`config.mk`:
```
export PLATFORM = sky130hd
export DESIGN_NAME = mmio_ctrl_flat
export DESIGN_NICKNAME = d
export VERILOG_FILES = /design/src/rtl/mmio_if.sv /design/src/rtl/mmio_ctrl.sv /design/src/flat_wrapper.sv
export SDC_FILE = /design/constraint.sdc
export NUM_CORES = 1
export LEC_CHECK = 0
export CAP_MARGIN = 20
export CORE_AREA = 2 2 155 96
export CTS_CLUSTER_DIAMETER = 50
export DETAILED_ROUTE_END_ITERATION = 8
export DIE_AREA = 0 0 157 98
export PLACE_DENSITY = 0.74
export SLEW_MARGIN = 20
export SYNTH_ARGS = -nofsm -noshare
export SYNTH_HDL_FRONTEND = slang
export SYNTH_SLANG_ARGS = --single-unit
```
`constraint.sdc`:
```
create_clock -name clk -period 5.65 [get_ports clk]
set_input_delay 1.695 -clock clk [delete_from_list [all_inputs] [get_ports clk]]
set_output_delay 1.695 -clock clk [all_outputs]
set_load 0.02 [all_outputs]
```
`src/rtl/mmio_if.sv`:
```
// Core-side M-stage access bus plus the UART TX/RX handshakes for mmio_ctrl.
interface mmio_if #(
    parameter int XLEN = 32
);
    logic [XLEN-1:0] mem_adrM;
    logic [XLEN-1:0] mem_wdataM;
    logic [3:0]      wea;
    logic            mem_reM;
    logic            instr_valid;
    logic [XLEN-1:0] io_rdata;
    logic            io_hit;
    logic [7:0]      uart_tx_data;
    logic            uart_tx_valid;
    logic            uart_tx_ready;
    logic [7:0]      uart_rx_data;
    logic            uart_rx_valid;
    logic            uart_rx_ready;

    // Core + UART side: drives accesses and handshakes, observes read data.
    modport master (
        output mem_adrM, mem_wdataM, wea, mem_reM, instr_valid,
        output uart_tx_ready, uart_rx_data, uart_rx_valid,
        input  io_rdata, io_hit, uart_tx_data, uart_tx_valid, uart_rx_ready
    );

    // Controller side.
    modport slave (
        input  mem_adrM, mem_wdataM, wea, mem_reM, instr_valid,
        input  uart_tx_ready, uart_rx_data, uart_rx_valid,
        output io_rdata, io_hit, uart_tx_data, uart_tx_valid, uart_rx_ready
    );
endinterface

```
`src/rtl/mmio_ctrl.sv`:
```
// Memory-mapped I/O controller: UART TX FIFO, UART RX holding register,
// cycle / retired-instruction counters, and a 1-cycle registered read path
// aligned with the data-memory writeback.
module mmio_ctrl #(
    parameter int         XLEN        = 32,
    parameter int         TX_DEPTH    = 4,
    parameter logic [3:0] IO_BASE_NIB = 4'h8
) (
    input logic   clk,
    input logic   rst,
    mmio_if.slave bus
);
    localparam int PW = $clog2(TX_DEPTH);

    localparam logic [7:0] OFF_CTRL   = 8'h00;
    localparam logic [7:0] OFF_RXDATA = 8'h04;
    localparam logic [7:0] OFF_TXDATA = 8'h08;
    localparam logic [7:0] OFF_CYCLE  = 8'h10;
    localparam logic [7:0] OFF_INSTR  = 8'h14;
    localparam logic [7:0] OFF_CNTRST = 8'h18;

    logic [7:0]      txMem [TX_DEPTH];
    logic [PW:0]     txWrPtr, txRdPtr;
    logic            txFull, txEmpty, txOverflow;
    logic            txPush, txDrop, txPop;
    logic            rxFull, rxCap, rxPop;
    logic [7:0]      rxByte;
    logic [31:0]     cycleCnt, instrCnt;
    logic            ioSel, ioLoad, ioStore, cntClr;
    logic [7:0]      offset;
    logic [XLEN-1:0] rdNext;
    logic            unusedBits;

    // Only the top nibble selects I/O space and the low byte picks the register.
    assign unusedBits = ^{bus.mem_adrM[27:8], bus.mem_wdataM[XLEN-1:8]};

    assign ioSel   = (bus.mem_adrM[31:28] == IO_BASE_NIB);
    assign offset  = bus.mem_adrM[7:0];
    assign ioLoad  = bus.mem_reM && ioSel;
    assign ioStore = (|bus.wea) && ioSel;

    // Pointers carry one extra wrap bit so full and empty are distinguishable.
    assign txEmpty = (txWrPtr == txRdPtr);
    assign txFull  = (txWrPtr[PW] != txRdPtr[PW]) &&
                     (txWrPtr[PW-1:0] == txRdPtr[PW-1:0]);
    assign txPop   = !txEmpty && bus.uart_tx_ready;
    // Full is judged on pre-edge state: a same-cycle pop does not make room.
    assign txPush  = ioStore && (offset == OFF_TXDATA) && !txFull;
    assign txDrop  = ioStore && (offset == OFF_TXDATA) && txFull;

    assign rxCap   = bus.uart_rx_valid && !rxFull;
    assign rxPop   = ioLoad && (offset == OFF_RXDATA) && rxFull;
    assign cntClr  = ioStore && (offset == OFF_CNTRST);

    assign bus.uart_tx_valid = !txEmpty;
    assign bus.uart_tx_data  = txEmpty ? 8'h00 : txMem[txRdPtr[PW-1:0]];
    assign bus.uart_rx_ready = !rxFull;

    // FIFO storage; contents are don't-care once the pointers say empty.
    always_ff @(posedge clk) begin
        if (txPush) txMem[txWrPtr[PW-1:0]] <= bus.mem_wdataM[7:0];
    end

    // FIFO pointers and the sticky overflow flag (cleared by any CTRL store).
    always_ff @(posedge clk or posedge rst) begin
        if (rst) begin
            txWrPtr    <= '0;
            txRdPtr    <= '0;
            txOverflow <= 1'b0;
        end else begin
            if (txPush) txWrPtr <= txWrPtr + 1'b1;
            if (txPop)  txRdPtr <= txRdPtr + 1'b1;
            if (txDrop)
                txOverflow <= 1'b1;
            else if (ioStore && (offset == OFF_CTRL))
                txOverflow <= 1'b0;
        end
    end

    // RX holding register: capture only while empty, a load of RX_DATA empties it.
    always_ff @(posedge clk or posedge rst) begin
        if (rst) begin
            rxFull <= 1'b0;
            rxByte <= 8'h00;
        end else if (rxCap) begin
            rxFull <= 1'b1;
            rxByte <= bus.uart_rx_data;
        end else if (rxPop) begin
            rxFull <= 1'b0;
        end
    end

    // Free-running counters; a CNT_RST store beats that cycle's increment.
    always_ff @(posedge clk or posedge rst) begin
        if (rst) begin
            cycleCnt <= '0;
            instrCnt <= '0;
        end else if (cntClr) begin
            cycleCnt <= '0;
            instrCnt <= '0;
        end else begin
            cycleCnt <= cycleCnt + 32'd1;
            if (bus.instr_valid) instrCnt <= instrCnt + 32'd1;
        end
    end

    // Read mux over pre-edge state; unmapped offsets read as zero.
    always_comb begin
        rdNext = '0;
        case (offset)
            OFF_CTRL:   rdNext = XLEN'({txOverflow, rxFull, !txFull});
            OFF_RXDATA: rdNext = XLEN'(rxByte);
            OFF_CYCLE:  rdNext = XLEN'(cycleCnt);
            OFF_INSTR:  rdNext = XLEN'(instrCnt);
            default:    rdNext = '0;
        endcase
    end

    // Writeback-stage read register and mux select.
    always_ff @(posedge clk or posedge rst) begin
        if (rst) begin
            bus.io_rdata <= '0;
            bus.io_hit   <= 1'b0;
        end else begin
            bus.io_rdata <= ioLoad ? rdNext : '0;
            bus.io_hit   <= ioLoad;
        end
    end
endmodule

```
`src/flat_wrapper.sv`:
```
// flat-port wrapper written by rule: the top's interface ports become plain ports
module mmio_ctrl_flat 
#(
    parameter int         XLEN        = 32,
    parameter int         TX_DEPTH    = 4,
    parameter logic [3:0] IO_BASE_NIB = 4'h8
)
  (clk, rst, bus_mem_adrM, bus_mem_wdataM, bus_wea, bus_mem_reM, bus_instr_valid, bus_uart_tx_ready, bus_uart_rx_data, bus_uart_rx_valid, bus_io_rdata, bus_io_hit, bus_uart_tx_data, bus_uart_tx_valid, bus_uart_rx_ready);
  mmio_if #(.XLEN(XLEN)) bus_i ();
  input logic clk;
  input logic rst;
  input wire logic [$bits(bus_i.mem_adrM)-1:0] bus_mem_adrM;
  input wire logic [$bits(bus_i.mem_wdataM)-1:0] bus_mem_wdataM;
  input wire logic [$bits(bus_i.wea)-1:0] bus_wea;
  input wire logic [$bits(bus_i.mem_reM)-1:0] bus_mem_reM;
  input wire logic [$bits(bus_i.instr_valid)-1:0] bus_instr_valid;
  input wire logic [$bits(bus_i.uart_tx_ready)-1:0] bus_uart_tx_ready;
  input wire logic [$bits(bus_i.uart_rx_data)-1:0] bus_uart_rx_data;
  input wire logic [$bits(bus_i.uart_rx_valid)-1:0] bus_uart_rx_valid;
  output wire logic [$bits(bus_i.io_rdata)-1:0] bus_io_rdata;
  output wire logic [$bits(bus_i.io_hit)-1:0] bus_io_hit;
  output wire logic [$bits(bus_i.uart_tx_data)-1:0] bus_uart_tx_data;
  output wire logic [$bits(bus_i.uart_tx_valid)-1:0] bus_uart_tx_valid;
  output wire logic [$bits(bus_i.uart_rx_ready)-1:0] bus_uart_rx_ready;
  assign bus_i.mem_adrM = bus_mem_adrM;
  assign bus_i.mem_wdataM = bus_mem_wdataM;
  assign bus_i.wea = bus_wea;
  assign bus_i.mem_reM = bus_mem_reM;
  assign bus_i.instr_valid = bus_instr_valid;
  assign bus_i.uart_tx_ready = bus_uart_tx_ready;
  assign bus_i.uart_rx_data = bus_uart_rx_data;
  assign bus_i.uart_rx_valid = bus_uart_rx_valid;
  assign bus_io_rdata = bus_i.io_rdata;
  assign bus_io_hit = bus_i.io_hit;
  assign bus_uart_tx_data = bus_i.uart_tx_data;
  assign bus_uart_tx_valid = bus_i.uart_tx_valid;
  assign bus_uart_rx_ready = bus_i.uart_rx_ready;
  mmio_ctrl #(.XLEN(XLEN), .TX_DEPTH(TX_DEPTH), .IO_BASE_NIB(IO_BASE_NIB)) u_core (.clk(clk), .rst(rst), .bus(bus_i));
endmodule
```
Yosys cells after proc, flatten, opt, wreduce, memory -nomap -nowiden
Memory sizes are Yosys's and may differ from the RTL's. Index checks and enable logic that the tools add are counted.

Add/sub/neg operators: 4. Equal/unequal tests: 9. Multiplexer cells: 12. Reductions and logical operators: 20.

Operators by type and width (number): $mux W32 (4); $pmux W32 S4 (1); $add A32 B1 Y32 const B (2); $eq A8 B5 Y1 const B (3); $logic_and A1 B1 Y1 (12); $eq A8 B3 Y1 const B (1); $eq A8 B4 Y1 const B (1); $logic_not A8 Y1 (1); $mux W8 (1); $add A3 B1 Y3 const B (2); $mux W1 (6); $reduce_bool A2 Y1 (3); $eq A4 B4 Y1 const B (1); $reduce_or A4 Y1 (1); $eq A3 B3 Y1 (1); $logic_not A1 Y1 (3); $eq A2 B2 Y1 (1); $ne A1 B1 Y1 (1).

Flip-flop bits (word level): 113. Bits in writable memories: 32. Bits of input ports: 82. Word-level logic and storage cells: 55. Memories: 1.

Memories: u_core.txMem (words 4, width 8, rd ports 1, clocked after Yosys merged registers in 0, write ports 1, RTL line mmio_ctrl.sv:22) `logic [7:0] txMem [TX_DEPTH];`.

Depth between registers and ports, before layout
Gate-level depths: netlist of the first run.

Word-level depth: 6. Depth in mapped cells: 7.

Worst setup path before layout of the first run
Ideal clock, no wire load.

Path type: input-to-reg. From: input bus_mem_adrM[29]. To: memory u_core.txMem[0][0], enable pin. Library setup time: 332 ps. Arrival: 2983 ps. Data required time: 5318 ps. Path slack: 2336 ps. Cell stages on the path: 4. Cell sequence: nor4b_2 -> nand3b_1 -> nor4b_2 -> and2_1.

Longest elaborated chain between the ends: 6.

RTL lines: from (decl) (RTL line flat_wrapper.sv:12) `input wire logic [$bits(bus_i.mem_adrM)-1:0] bus_mem_adrM;`; $eq A4 B4 Y1 (RTL line mmio_ctrl.sv:37) `assign ioSel = (bus.mem_adrM[31:28] == IO_BASE_NIB);`; $logic_and A1 B1 Y1 (RTL line mmio_ctrl.sv:40) `assign ioStore = (|bus.wea) && ioSel;`; $logic_and A1 B1 Y1 (2 in a row) (RTL line mmio_ctrl.sv:48) `assign txPush = ioStore && (offset == OFF_TXDATA) && !txFull;`; $mux W1 (RTL line mmio_ctrl.sv:61) `if (txPush) txMem[txWrPtr[PW-1:0]] <= bus.mem_wdataM[7:0];`; $mux W1 (not written as such) (RTL line mmio_ctrl.sv:61); to (decl) (RTL line mmio_ctrl.sv:22).

No other way between the ends.

Final worst setup path of the first run
From: register u_core.txRdPtr[0]. To: output bus_uart_tx_data[7].

Longest elaborated chain between the ends: 2. Elaborated cells on any way between the ends: 3. Classes of those cells: eq/ne (1); mux (1); memory (1).

RTL lines: from (decl) (RTL line mmio_ctrl.sv:23) `logic [PW:0] txWrPtr, txRdPtr;`; from (signal assigned) (RTL line mmio_ctrl.sv:72) `if (txPop) txRdPtr <= txRdPtr + 1'b1;`; $mem_v2 Z4 W8 / $eq A3 B3 Y1 (equally long branches); $mux W8 (*) (RTL line mmio_ctrl.sv:56) `assign bus.uart_tx_data = txEmpty ? 8'h00 : txMem[txRdPtr[PW-1:0]];`; to (decl) (RTL line flat_wrapper.sv:22) `output wire logic [$bits(bus_i.uart_tx_data)-1:0] bus_uart_tx_data;`.

Mark *: on every way between the ends. The rest lies on a longest branch, timed or not.

==> summary.md, run 1 <==
| Metric | Value |
|---|---|
| DR WL/cell | between 15 and 20 um |
| Total wire length | about 16,000 um |
| EDFF count, synth | 32 |
| Die extent in x | approximately 160 um |
| Synth Register Bits | roughly 150 |
| Layout Nets | 758 |
| Buffers & Inverters on Critical Path | 1 |
| Final setup TNS | 0 ns |
| Sink Count | between 100 and 150 |
| I/O Buffers | 80 |
| Largest net degree at the start of global routing | just over 60 |
| Max stage delay cell, worst path | dfrtp_1 |
| Core Area | roughly 14,000 um^2 |
| HP Class | reg -> reg |
| FFs w/ async S/R, synth | between 70% and 80% |
| Clock transition at path regs | about 0.06 ns |
| Final Wtd Congestion | between 0.8 and 0.9 |
| Total congestion overflow | 0 |
| Net count after synthesis | just under 700 |
| Post-cts hold buffer count | 0 |
| Final WS setup | around 1.3 ns |
| Multi-input gate area | ~2900 um^2 |
| Num ports | about 130 |
| Top cells by area, synth | dfrtp_1, edfxtp_1, mux2i_1, mux4_2, or4_1 |
| Fin crit period | around 4.3 ns |
| Share of cells above drive strength 1 | a little over a tenth |
| Worst reg2reg startpoint | u_core.txRdPtr[0] |
| CP Capture Point | bus_uart_tx_data[7] |
| Vias in the first global route | between 5,000 and 6,000 |
| Die Area | 15,400 um^2 |
| Hold path cells | 1 |
| Syn Inst Count | between 500 and 600 |
| MaxCap Viol Count | 0 |
| Period utilisation layout | between 70% and 80% |
| CTS tree | yes |
| Post-CTS Setup Repair Bufs | 0 |
| Power consumption | 2.83 mW |
| Peak Freq | between 200 and 250 MHz |
| Via/cell ratio | ~5.8 |
| Overall global routing resource usage | 21.8% |
| Clk Latency, worst-skew pair | between 0.4 and 0.5 ns |
| Via Count | between 5,000 and 6,000 |
| Register Area | 3790 um^2 |
| Post-CTS Resized | 0 |
| CTS Buffer Depth | 2 |
| Mapped cell area | 6840 um^2 |
| Critical-path maximum fanout | 11 |
| Antenna violations before repair | 0 |
| DR DRC count | 0 |
| CP Depth | 4 |
| WS Path Type | reg -> out |
| Num CTS Buffers | 17 |
| First-pass GRT wire length | ~26,000 um |
| Pwr/cell area | between 300 and 400 nW/um^2 |
| Syn_area_per_cell | 11.4 um^2 |
| Number of library cell types mapped by synthesis | 40 |
| Worst VDD drop | approximately 0.00018 V |
| Critical path arrival | ~2.6 ns |
| Synth Flop Type | dfrtp_1 |
| Sequential fraction of the synthesis area | 55.4% |
| Worst-Margin Slew | between 1 and 1.5 ns |
| Setup crit start | u_core.txRdPtr[0] |
| Synth warnings | 0 |
| Drt first pass iters | 5 |
| Post-synth top area cell | dfrtp_1 |
| Yosys top cell area share | between 40% and 50% |
| Clock Skew | between 0.008 and 0.009 ns |
| Most frequent cell after synthesis | dfrtp_1 |
| R2R setup slack | 3.08 ns |
| H-tree depth | 4 |
| RSZ-0062 raised after global routing | false |
| Status | finished, final reports clean |
| Row count | 34 |
| Lkg Pwr | approximately 3.2 nW |
| CP top delay family | flip-flops |
| Starting Density | between 40% and 50% |
| R2R depth | 4 |
| Final ANT Viol Nets | 0 |
| Worst setup SP type | flip-flop |
| Worst path max stage delay | roughly 0.77 ns |
| Root buffer cell | clkbuf_16 |
| CP Capture Type | output pin |
| Final slew viol count | 0 |
| # fillers | about 1,100 |
| Slew margin rel. | 30.5% |
| Drt initial violations | between 400 and 500 |
| Layout Area Growth over Synthesis | 22.2% |
| Critical Path, Cell by Cell | xnor2_1, nand3b_1, and2_1, clkdlybuf4s50_1 |
| DP HPWL | approximately 11,000 um |
| Commonest cells post-synth | dfrtp_1, nor2_1, a21oi_1 |
| Diode count | 0 |
| CP Data Required Time | approximately 4 ns |
| Setup Slack @ Placement | 1.40 ns |
| Final hold violation count | 0 |
| Final setup viols | 0 |
| End of the worst register-to-register path | u_core.txMem[3][7] |
| Die span in y | approximately 98 um |
cells by family after synthesis:
group	count (synthesis)	synth area share, %
AOI/OAI and AO/OA	77	6.77
xor gates and xnor gates	33	4.23
adders and majority gates	7	1.28
buffers and inverters	46	2.80
DFF	145	55.4
muxes	53	10.0
and+or+nand+nor	237	19.5
routing by layer:
| metal | GRT usage, % | vias up | part of all wire, % |
|---|---|---|---|
| li1 | - | 2365 | - |
| met3 | 5.02 | 14 | 6.3 |
| met2 | 33.6 | 183 | 46 |
| met5 | 0 | - | 0 |
| met1 | 31.5 | 2540 | 47 |
| met4 | 5.43 | 0 | 0.80 |
sequential cells by signal (all words and copies together), names as in the netlist:
register and count:
u_core.txWrPtr 3, u_core.bus.io_hit 1, u_core.txOverflow 1, u_core.rxFull 1
u_core.rxByte 8, u_core.cycleCnt 32, u_core.txMem 32, u_core.bus.io_rdata 32
u_core.txRdPtr 3, u_core.instrCnt 32
worst min path at each step:
stage,startpoint,endpoint
2_1_floorplan,u_core.txOverflow,u_core.txOverflow
3_3_place_gp,u_core.txWrPtr[2],u_core.txWrPtr[2]
3_5_place_dp,u_core.txWrPtr[2],u_core.txWrPtr[2]
4_1_cts,u_core.txWrPtr[2],u_core.txWrPtr[2]
5_1_grt,u_core.txWrPtr[2],u_core.txWrPtr[2]
6_report,u_core.txWrPtr[2],u_core.txWrPtr[2]
power by group:
part | total, mW | switching (mW) | internal, mW
sequential | 1.28 | 0.145 | 1.14
combinational | 0.459 | 0.204 | 0.255
clock | 1.09 | 0.471 | 0.616
cell type report:
cell class	instances	share of cell area, %
multi-input cells	407	34.3
inverters	13	0.614
repair buffers	85	9.97
flip-flops and latches	145	45.3
clock buffers	17	5.09
clock inverters	15	1.77
well taps	198	2.96
through the flow:
stage / hold slack, ns / cell area (um^2) / cells / util, %
floorplan: 0.455 / 6840 / 598 / -
global placement: 0.478 / 7780 / 848 / 55.3
detailed placement: 0.479 / 7780 / 848 / 55.3
CTS: 0.491 / 8360 / 880 / 59.3
global route: 0.512 / 8360 / 880 / 59.3
finish: 0.493 / 8360 / 880 / 59.3
cell usage in the layout, fill, tap and decap left out, types with 11 or more instances in the layout:
cell type / count
nor2_1: 57
clkdlybuf4s50_1: 79
and2_1: 16
nand4_1: 30
nand3_1: 14
or4_1: 31
o31ai_1: 26
dfrtp_1: 113
mux4_2: 11
mux2i_1: 27
clkbuf_16: 17
inv_1: 12
xnor2_1: 23
nand2_1: 31
a21oi_1: 38
mux2_2: 15
edfxtp_1: 32
or3_1: 11
(Power assumes the default switching activity.)
==> inputs of run 2 (changes only) <==
--- a/config.mk
+++ b/config.mk
@@ -6,10 +6,10 @@
 export NUM_CORES = 1
 export LEC_CHECK = 0
 export CAP_MARGIN = 20
-export CORE_AREA = 2 2 155 96
+export CORE_AREA = 2 2 158 98
 export CTS_CLUSTER_DIAMETER = 50
 export DETAILED_ROUTE_END_ITERATION = 8
-export DIE_AREA = 0 0 157 98
+export DIE_AREA = 0 0 160 100
 export PLACE_DENSITY = 0.74
 export SLEW_MARGIN = 20
 export SYNTH_ARGS = -nofsm -noshare
==> constraint.sdc (replaced) <==
create_clock -name clk -period 3.5 [get_ports clk]
set_input_delay 1.05 -clock clk [delete_from_list [all_inputs] [get_ports clk]]
set_output_delay 1.05 -clock clk [all_outputs]
set_load 0.02 [all_outputs]
==> run 2 against run 1 <==
Critical path type unchanged. Combinational power is 76% higher. Non-clock buffer count is 10 higher. Register-to-register slack worse by 2.0 ns. Power is 65% higher. First-iteration DRC count is 13% lower. Critical path depth stayed put. Clock power is 65% higher. Final area is 1.5% higher. Sequential share of layout area is 0.66 points lower. Global-route usage is 0.42 points lower. Die area is 4.0% higher. Routed wire length is 3.1% higher.
==> summary.md, run 2 (synthesis results as in run 1) <==
| Metric | Value |
|---|---|
| WS Path Type | reg -> out |
| Status | finished, final reports clean |
| End of the worst register-to-register path | u_core.cycleCnt[22] |
| Overall global routing resource usage | 21.4% (-0.42 points) |
| Final slew viol count | 0 (unchanged) |
| Num ports | 125 (unchanged) |
| Total wire length | 16,400 um (+3.1%) |
| Vias in the first global route | 5,166 (+2.2%) |
| Hold path cells | 1 (unchanged) |
| Pwr/cell area | 548 nW/um^2 (+62%) |
| Max stage delay cell, worst path | mux4_2 |
| Multi-input gate area | 2870 um^2 (+0.22%) |
| Drt initial violations | 415 (-13%) |
| R2R setup slack | 1.04 ns (-2.04 ns) |
| Post-Layout Cell Count | 895 (+1.7%) |
| Root buffer cell | clkbuf_16 |
| Worst reg2reg startpoint | u_core.cycleCnt[0] |
| Starting Density | 46.2% (-2.4 points) |
| HP Class | reg -> reg |
| Setup Slack @ Placement | 0.151 ns (-1.25 ns) |
| Commonest non-fill, non-tap cells in the layout | dfrtp_1, clkdlybuf4s50_1, nor2_1 |
| MaxCap Viol Count | 0 (unchanged) |
| Setup crit start | u_core.txRdPtr[0] |
| # fillers | 1,240 (+12%) |
| Lkg Pwr | 3.29 nW (+2.3%) |
| Via Count | 5,182 (+1.6%) |
| Critical Path, Cell by Cell | buf_4, mux4_2, and2_1, clkdlybuf4s50_1 |
| DR WL/cell | 18.3 um (+1.3%) |
| CP top delay family | buffers and inverters |
| Critical-path maximum fanout | 11 (unchanged) |
| Final WS setup | 0.194 ns (-1.15 ns) |
| Min Hold Slack | 0.503 ns (+0.00927 ns) |
| Die extent in x | 160 um (+1.9%) |
| Drt first pass iters | 5 (unchanged) |
| Clock Skew | 0.00868 ns (+0.000410 ns) |
| Die span in y | 100 um (+2.0%) |
| Final setup TNS | 0 ns (unchanged) |
| Largest net degree at the start of global routing | 50 (-18%) |
| Layout Area Growth over Synthesis | 24.0% |
| I/O Buffers | 80 (unchanged) |
| Final setup viols | 0 (unchanged) |
| Total congestion overflow | 0 (unchanged) |
| Via/cell ratio | 5.79 (-0.13%) |
| RSZ-0062 raised after global routing | false |
| Buffers & Inverters on Critical Path | 2 (+1) |
| Diode count | 0 (unchanged) |
| Peak Freq | 302 MHz |
| Die Area | 16,000 um^2 (+4.0%) |
| Num CTS Buffers | 17 (unchanged) |
| Worst setup SP type | flip-flop |
| CP Capture Type | output pin |
| First-pass GRT wire length | 26,800 um (+3.3%) |
| Final Wtd Congestion | 0.818 (about the same) |
| Core Area | 14,800 um^2 (+5.1%) |
| R2R depth | 5 (+1) |
| Worst-Margin Slew | 0.724 ns (-0.318 ns) |
| CP Depth | 4 (unchanged) |
| Slew margin rel. | 51.6% (+21 points) |
| Share of cells above drive strength 1 | 12.4% (+1.6 points) |
| CTS tree | yes |
| Layout Nets | 768 (+1.3%) |
| Register Area | 3790 um^2 (about the same) |
| DR DRC count | 0 (unchanged) |
| Row count | 35 (+2.9%) |
| Fin crit period | approximately 3.3 ns |
| Final ANT Viol Nets | 0 (unchanged) |
| DP HPWL | 11,400 um (+4.2%) |
| CP Capture Point | bus_uart_tx_data[0] |
| Dpl cells | 862 (+1.7%) |
| Critical path arrival | 2.26 ns (-0.35 ns) |
| CP Data Required Time | 2.45 ns (-1.50 ns) |
| Period utilisation layout | between 90% and 100% |
| Worst VDD drop | 0.000344 V (+92%) |
| Antenna violations before repair | 0 (unchanged) |
| Sink Count | 145 (unchanged) |
| Clock transition at path regs | 0.07 ns (about the same) |
| H-tree depth | 4 (unchanged) |
| Worst path max stage delay | 0.55 ns (-0.22 ns) |
| Final hold violation count | 0 (unchanged) |
| Clk Latency, worst-skew pair | 0.43 ns (about the same) |
| CTS Buffer Depth | 2 (unchanged) |
| Commonest non-fill, non-tap cell in the layout | dfrtp_1 |
==> run 2: worst min-delay path by stage <==
stage                           start                end
floorplan           u_core.txOverflow  u_core.txOverflow
global placement    u_core.txWrPtr[2]  u_core.txWrPtr[2]
detailed placement  u_core.txOverflow  u_core.txOverflow
CTS                 u_core.txWrPtr[2]  u_core.txWrPtr[2]
global route         u_core.rxByte[0]   u_core.rxByte[0]
finish               u_core.rxByte[5]   u_core.rxByte[5]
==> run 2: through the flow <==
stage                     area, um^2  util [%]  power (mW)
after detailed placement        7890      53.3        2.87
after floorplan                 6840         -        2.54
after global routing            8480      57.3        4.85
after CTS                       8480      57.3        4.66
final                           8480      57.3        4.65
after global placement          7890      53.3        2.83
==> run 2: cell type report <==
| class | instances | share of cell area [%] |
|---|---|---|
| Sequential cell | 145 | 44.7 |
| Multi-Input combinational cell | 407 | 33.8 |
| Timing Repair Buffer | 95 | 11.0 |
| Clock buffer | 17 | 5.01 |
| Tap cell | 203 | 2.99 |
| Clock inverter | 15 | 1.87 |
| Inverter | 13 | 0.619 |
==> run 2: timing repair <==
item	4_1_cts	5_1_grt
endpoints found under the setup margin	3	2
hold buffers	0	0
gates resized for setup	1	0
setup buffers	0	1
==> run 2: power by group <==
group          switching (mW)  total [mW]  internal, mW
registers               0.208        2.04          1.83
logic                   0.375       0.806         0.431
clock network           0.789        1.80          1.01
==> run 2: metal layers <==
metal  vias to the layer above  wire [um]  GRT usage, %
met5                         -          0             0
met4                         0        171          5.68
met3                        18       1230          5.17
met2                       207       7260          32.9
met1                      2574       7760          30.9
li1                       2383          -             -
==> run 2: worst reg2reg max path, stage by stage, from the launching register on <==
cell     delay, ns
dfrtp_1       0.48
ha_1          0.29
nand4_1       0.27
or4_1         0.69
or4_1         0.49
a21oi_1       0.17
==> RTL edit 1: new RTL, flow settings as in run 2 <==
`TX_DEPTH` is set to 4 in 2 places; all go to 2.
--- a/src/rtl/mmio_ctrl.sv
+++ b/src/rtl/mmio_ctrl.sv
@@ -3,7 +3,7 @@
 // aligned with the data-memory writeback.
 module mmio_ctrl #(
     parameter int         XLEN        = 32,
-    parameter int         TX_DEPTH    = 4,
+    parameter int         TX_DEPTH    = 2,
     parameter logic [3:0] IO_BASE_NIB = 4'h8
 ) (
     input logic   clk,
--- a/src/flat_wrapper.sv
+++ b/src/flat_wrapper.sv
@@ -2,7 +2,7 @@
 module mmio_ctrl_flat 
 #(
     parameter int         XLEN        = 32,
-    parameter int         TX_DEPTH    = 4,
+    parameter int         TX_DEPTH    = 2,
     parameter logic [3:0] IO_BASE_NIB = 4'h8
 )
   (clk, rst, bus_mem_adrM, bus_mem_wdataM, bus_wea, bus_mem_reM, bus_instr_valid, bus_uart_tx_ready, bus_uart_rx_data, bus_uart_rx_valid, bus_io_rdata, bus_io_hit, bus_uart_tx_data, bus_uart_tx_valid, bus_uart_rx_ready);
Check against the original RTL: not equivalent (a bounded check fails within 4 cycles, from zero or initial values and one cycle with rst high).
==> RTL edit 1 against run 2 <==
Synthesized area fell by 12%. Final area fell by 9.9%. Clock skew barely moved. Sequential power fell by 13%. First-iteration DRC count rose by 23%. Sequential cell count fell by 18. Wire length fell by 8.1%. Setup slack improved by 0.11 ns. Total power fell by 11%. Critical path type unchanged. Critical endpoint is now bus_uart_tx_valid. Largest cell class unchanged.
==> RTL edit 1: results (changes against run 2) <==
metric,value,unit,change
Max stage delay on crit path,0.57,ns,+0.02 ns
CP Max Fanout,9,,-2
largest net degree at the start of global routing,51,,+2.0%
Placed Cells,836,,-3.0%
Psw,1130,µW,-18%
Setup Skew,0.00860,ns,-0.0000828 ns
WL per Instance,17.4,µm,-5.3%
Clock Latency Late Sink,0.41,ns,-0.02 ns
share of power burned in registers,43.1,%,-0.8 points
complex-gate fraction of the synthesized area,12.0,%,+5.3 points
synth top area cells,"dfrtp_1 46%, edfxtp_1 8.0%, nor2_1 4.7%",,
Post-Synth XOR/XNOR Area,4.68,%,+0.45 points
Setup WS pre-CTS,0.144,ns,-0.00765 ns
Placement Cell Area,7070,µm²,-10%
clock-pin slew on the worst setup and hold paths,0.05,ns,-0.02 ns
"top cells by count, synth","111 x dfrtp_1, 75 x nor2_1, 32 x a21oi_1, 32 x a22oi_1, 29 x nand2_1",,
first-pass iteration count of the detailed router,6,,+1
Finished Layout Cells,868,,-3.0%
mux cell area share after synthesis,4.78,%,-5.3 points
VDD IR max,0.000296,V,-14%
P_leak,0.00292,µW,-11%
number of global-route vias before repair,4858,,-6.0%
GR met2 Demand/Resource,30.4,%,-2.5 points
sequential cell area share,42.6,%,-2.0 points
invs w/o clock,14,,+1
met1 Use GR,27.7,%,-3.2 points
P_clk,1690,µW,-6%
run status,completed,,
clkbuf count,20,,+3
final net count,736,,-4.2%
Non-clock buffer share,12.8,%,+1.8 points
Non-clk bufs,99,,+4.2%
Internal Power,3010,µW,-8.2%
WL met2,6.86,mm,-5.5%
"EDFF count, synth",16,,-50%
## RTL edit 1: cell count changes in the layout (fill, tap and decap cells not counted), sizes merged, moves of 6 or more
cell    change
a22oi      +32
and2       -14
edfxtp     -16
inv         -9
mux2i      -13
mux4       -11
nand3b      -6
nand4      -15
nor2       +18
## RTL edit 1: final timing paths
path                                               start                                end  slack (ns)  cells after the start
max reg2reg                 u_core.cycleCnt[8]$_DFF_PP0_      u_core.cycleCnt[27]$_DFF_PP0_        1.01                      4
min in group asynchronous                            rst  u_core.bus.io_rdata[14]$_DFF_PP0_        1.13                      2
max                        u_core.txWrPtr[0]$_DFFE_PP0P_                  bus_uart_tx_valid        0.31                      4
max in group asynchronous                            rst  u_core.bus.io_rdata[30]$_DFF_PP0_        1.64                      3
min                        u_core.txRdPtr[1]$_DFFE_PP0P_      u_core.txRdPtr[1]$_DFFE_PP0P_        0.51                      1
min reg2reg                u_core.txRdPtr[1]$_DFFE_PP0P_      u_core.txRdPtr[1]$_DFFE_PP0P_        0.51                      1
==> RTL edit 2: new RTL, config.mk and constraints of run 2 <==
Made on the original files. Make the reset (`rst`) synchronous in 4 clocked blocks.
--- a/src/rtl/mmio_ctrl.sv
+++ b/src/rtl/mmio_ctrl.sv
@@ -62,7 +62,7 @@
     end
 
     // FIFO pointers and the sticky overflow flag (cleared by any CTRL store).
-    always_ff @(posedge clk or posedge rst) begin
+    always_ff @(posedge clk) begin
         if (rst) begin
             txWrPtr    <= '0;
             txRdPtr    <= '0;
@@ -78,7 +78,7 @@
     end
 
     // RX holding register: capture only while empty, a load of RX_DATA empties it.
-    always_ff @(posedge clk or posedge rst) begin
+    always_ff @(posedge clk) begin
         if (rst) begin
             rxFull <= 1'b0;
             rxByte <= 8'h00;
@@ -91,7 +91,7 @@
     end
 
     // Free-running counters; a CNT_RST store beats that cycle's increment.
-    always_ff @(posedge clk or posedge rst) begin
+    always_ff @(posedge clk) begin
         if (rst) begin
             cycleCnt <= '0;
             instrCnt <= '0;
@@ -117,7 +117,7 @@
     end
 
     // Writeback-stage read register and mux select.
-    always_ff @(posedge clk or posedge rst) begin
+    always_ff @(posedge clk) begin
         if (rst) begin
             bus.io_rdata <= '0;
             bus.io_hit   <= 1'b0;
Behaviour: differs if rst is asserted again (counterexample within 4 cycles, from zero or initial values and one cycle with rst high); with rst held inactive, the same outputs for 4 cycles.
==> RTL edit 2 against run 2 <==
Non-clock buffer count fell by 3. Maximum frequency down 1.2%. Highest routed layer unchanged. Largest cell class unchanged. Sequential cell count grew 2. Synthesized area is 7.2% lower. Wire length fell by 2.2%. Worst hold slack lost 0.035 ns. Register-to-register slack improved by 0.06 ns. Final area fell by 5.5%. Setup slack worse by 0.041 ns.
Power is not compared: it rests on default switching activity, and its combinational part moved more than twofold at a synthesized area within 25%.
==> RTL edit 2: results (changes against run 2) <==
metric,value,unit,change
Yosys warnings,0,,unchanged
clock-pin slew on the worst setup and hold paths,0.06,ns,
Final Wtd Congestion,0.854,,+4.4%
initial antenna violation count,0,,unchanged
Worst Tran Pin Value,0.656,ns,-0.0688 ns
final net count,803,,+4.6%
Yosys cell types,47,,+18%
GRT Total Usage,19.7,%,-1.7 points
layout cells sized above 1,9.63,%,-2.8 points
"EDFF count, synth",32,,unchanged
largest net degree at the start of global routing,36,,-28%
slowest CP cell,clkdlybuf4s50_1,,
"top cells by count, synth","115 x dfxtp_1, 67 x nor2_1, 50 x a21oi_1",,
Root Driver,clkbuf_16,,
depth of the CTS H-tree,4,,unchanged
FILL cells,1282,,+3.4%
HP Start,u_core.rxByte[6]$_SDFFE_PP0P_,,
first-pass iteration count of the detailed router,6,,+1
Hold WS,0.468,ns,-0.0348 ns
number of global-route vias before repair,4958,,-4.0%
Hold Path Depth,2,,+1
post-synth net total,728,,+6.0%
diode count,0,,unchanged
WHS Endpoint,u_core.rxByte[6]$_SDFFE_PP0P_,,
Clock Latency Late Sink,0.42,ns,
worst reg2reg path depth,5,,unchanged
CP Max Fanout,9,,-2
run status,completed,,
Detailed Route Iter0 Violations,513,,+24%
total CTS buffers,17,,unchanged
"delay-heaviest family, CP",buffers and inverters,,
synth top area cells,"dfxtp_1 36%, edfxtp_1 15%, or4_1 4.1%",,
met1 Use GR,28.5,%,-2.4 points
Max stage delay on crit path,0.65,ns,+0.10 ns
min-delay worst type,reg -> reg,,
max-slew violations,0,,unchanged
WL per Instance,17.3,µm,-5.9%
routing usage on met3,3.84,%,-1.3 points
r2r endpoint,u_core.cycleCnt[24]$_SDFF_PP0_,,
worst r2r src,u_core.cycleCnt[0]$_SDFF_PP0_,,
I/O Buffers,80,,unchanged
"Arr. time, crit path",2.30,ns,+0.04 ns
P_leak,0.00257,µW,
"Setup Fix Bufs, Post-CTS",0,,unchanged
DP Wirelength,11.4,mm,-0.46%
Reg2Reg Setup Slack,1.10,ns,+0.06 ns
first-pass GRT wire length,25.0,mm,-6.7%
sequential area share after synthesis,51.4,%,-4.0 points
Max clock buf depth,2,,unchanged
Placement Cell Area,7360,µm²,-6.7%
ys async rst share,0,%,-78 points
GR met2 Demand/Resource,30.0,%,-2.8 points
VDD IR max,0.000269,V,
via count,5336,,+3.0%
Setup Skew,0.0146,ns,+0.00597 ns
[RTL edit 2: cell types whose count changed in the layout (fill, tap and decap cells not counted), moves of 11 or more]
| cell | delta |
|---|---|
| a21oi_1 | +12 |
| and2_1 | -13 |
| dfxtp_1 | +115 |
| a22oi_1 | +31 |
| mux2i_1 | -23 |
| dfrtp_1 | -112 |
| xnor2_1 | -12 |
| nand4_1 | -11 |
[RTL edit 2: cells by family after synthesis]
group,share of synthesized area (%)
compound gates,13.2
xor+xnor,4.28
fa+ha+maj,1.38
buf+inv,3.27
flops,51.4
mux,4.36
simple gates,22.1
[RTL edit 2: per-stage QoR]
step / std cells / setup WS (ns) / total power, µW
2_1_floorplan: 639 / 0.986 / 1840
3_3_place_gp: 898 / 0.318 / 1910
3_5_place_dp: 898 / 0.274 / 1910
4_1_cts: 930 / 0.0377 / 3870
5_1_grt: 930 / 0.0698 / 3950
6_report: 930 / 0.153 / 3850
[RTL edit 2: cell type report]
type	count	area [µm²]	area share (%)
Clock buffer	17	425	5.31
Clock inverter	15	214	2.67
Inverter	13	48.8	0.609
Multi-Input combinational cell	443	2890	36.1
Sequential cell	147	3260	40.7
Tap cell	203	254	3.17
Timing Repair Buffer	92	916	11.4
[RTL edit 2: where the power goes]
group / switching (µW) / internal, µW
registers: 13.4 / 1740
clock network: 808 / 1160
logic: 60.4 / 63.0
[RTL edit 2: how the worst max path moves through the flow]
stage | startpoint | endpoint | cells after the start
after floorplan | bus_instr_valid | u_core.instrCnt[31]$_SDFFE_PP0P_ | 6
after global placement | bus_mem_adrM[4] | u_core.cycleCnt[21]$_SDFF_PP0_ | 6
after detailed placement | bus_mem_adrM[4] | u_core.cycleCnt[21]$_SDFF_PP0_ | 6
after CTS | u_core.txWrPtr[0]$_SDFFE_PP0N_ | bus_uart_tx_data[6] | 5
after global routing | u_core.txWrPtr[0]$_SDFFE_PP0N_ | bus_uart_tx_data[6] | 5
final | u_core.txWrPtr[1]$_SDFFE_PP0N_ | bus_uart_tx_data[6] | 5
[RTL edit 2: worst min-delay path, stage by stage (launching register included)]
cell and delay (ns):
dfxtp_1 0.31, nand2_1 0.05, a21oi_1 0.05
[RTL edit 2: metal layers]
metal,up-vias,share of wire (%)
met5,-,0
met4,0,1.3
met3,20,4.5
met2,147,45
met1,2622,49
li1,2547,-
[RTL edit 2: what timing repair did]
item / 4_1_cts / 5_1_grt
resized for setup: 0 / 2
endpoints found under the setup margin: 0 / 8
hold buffers: 0 / 0
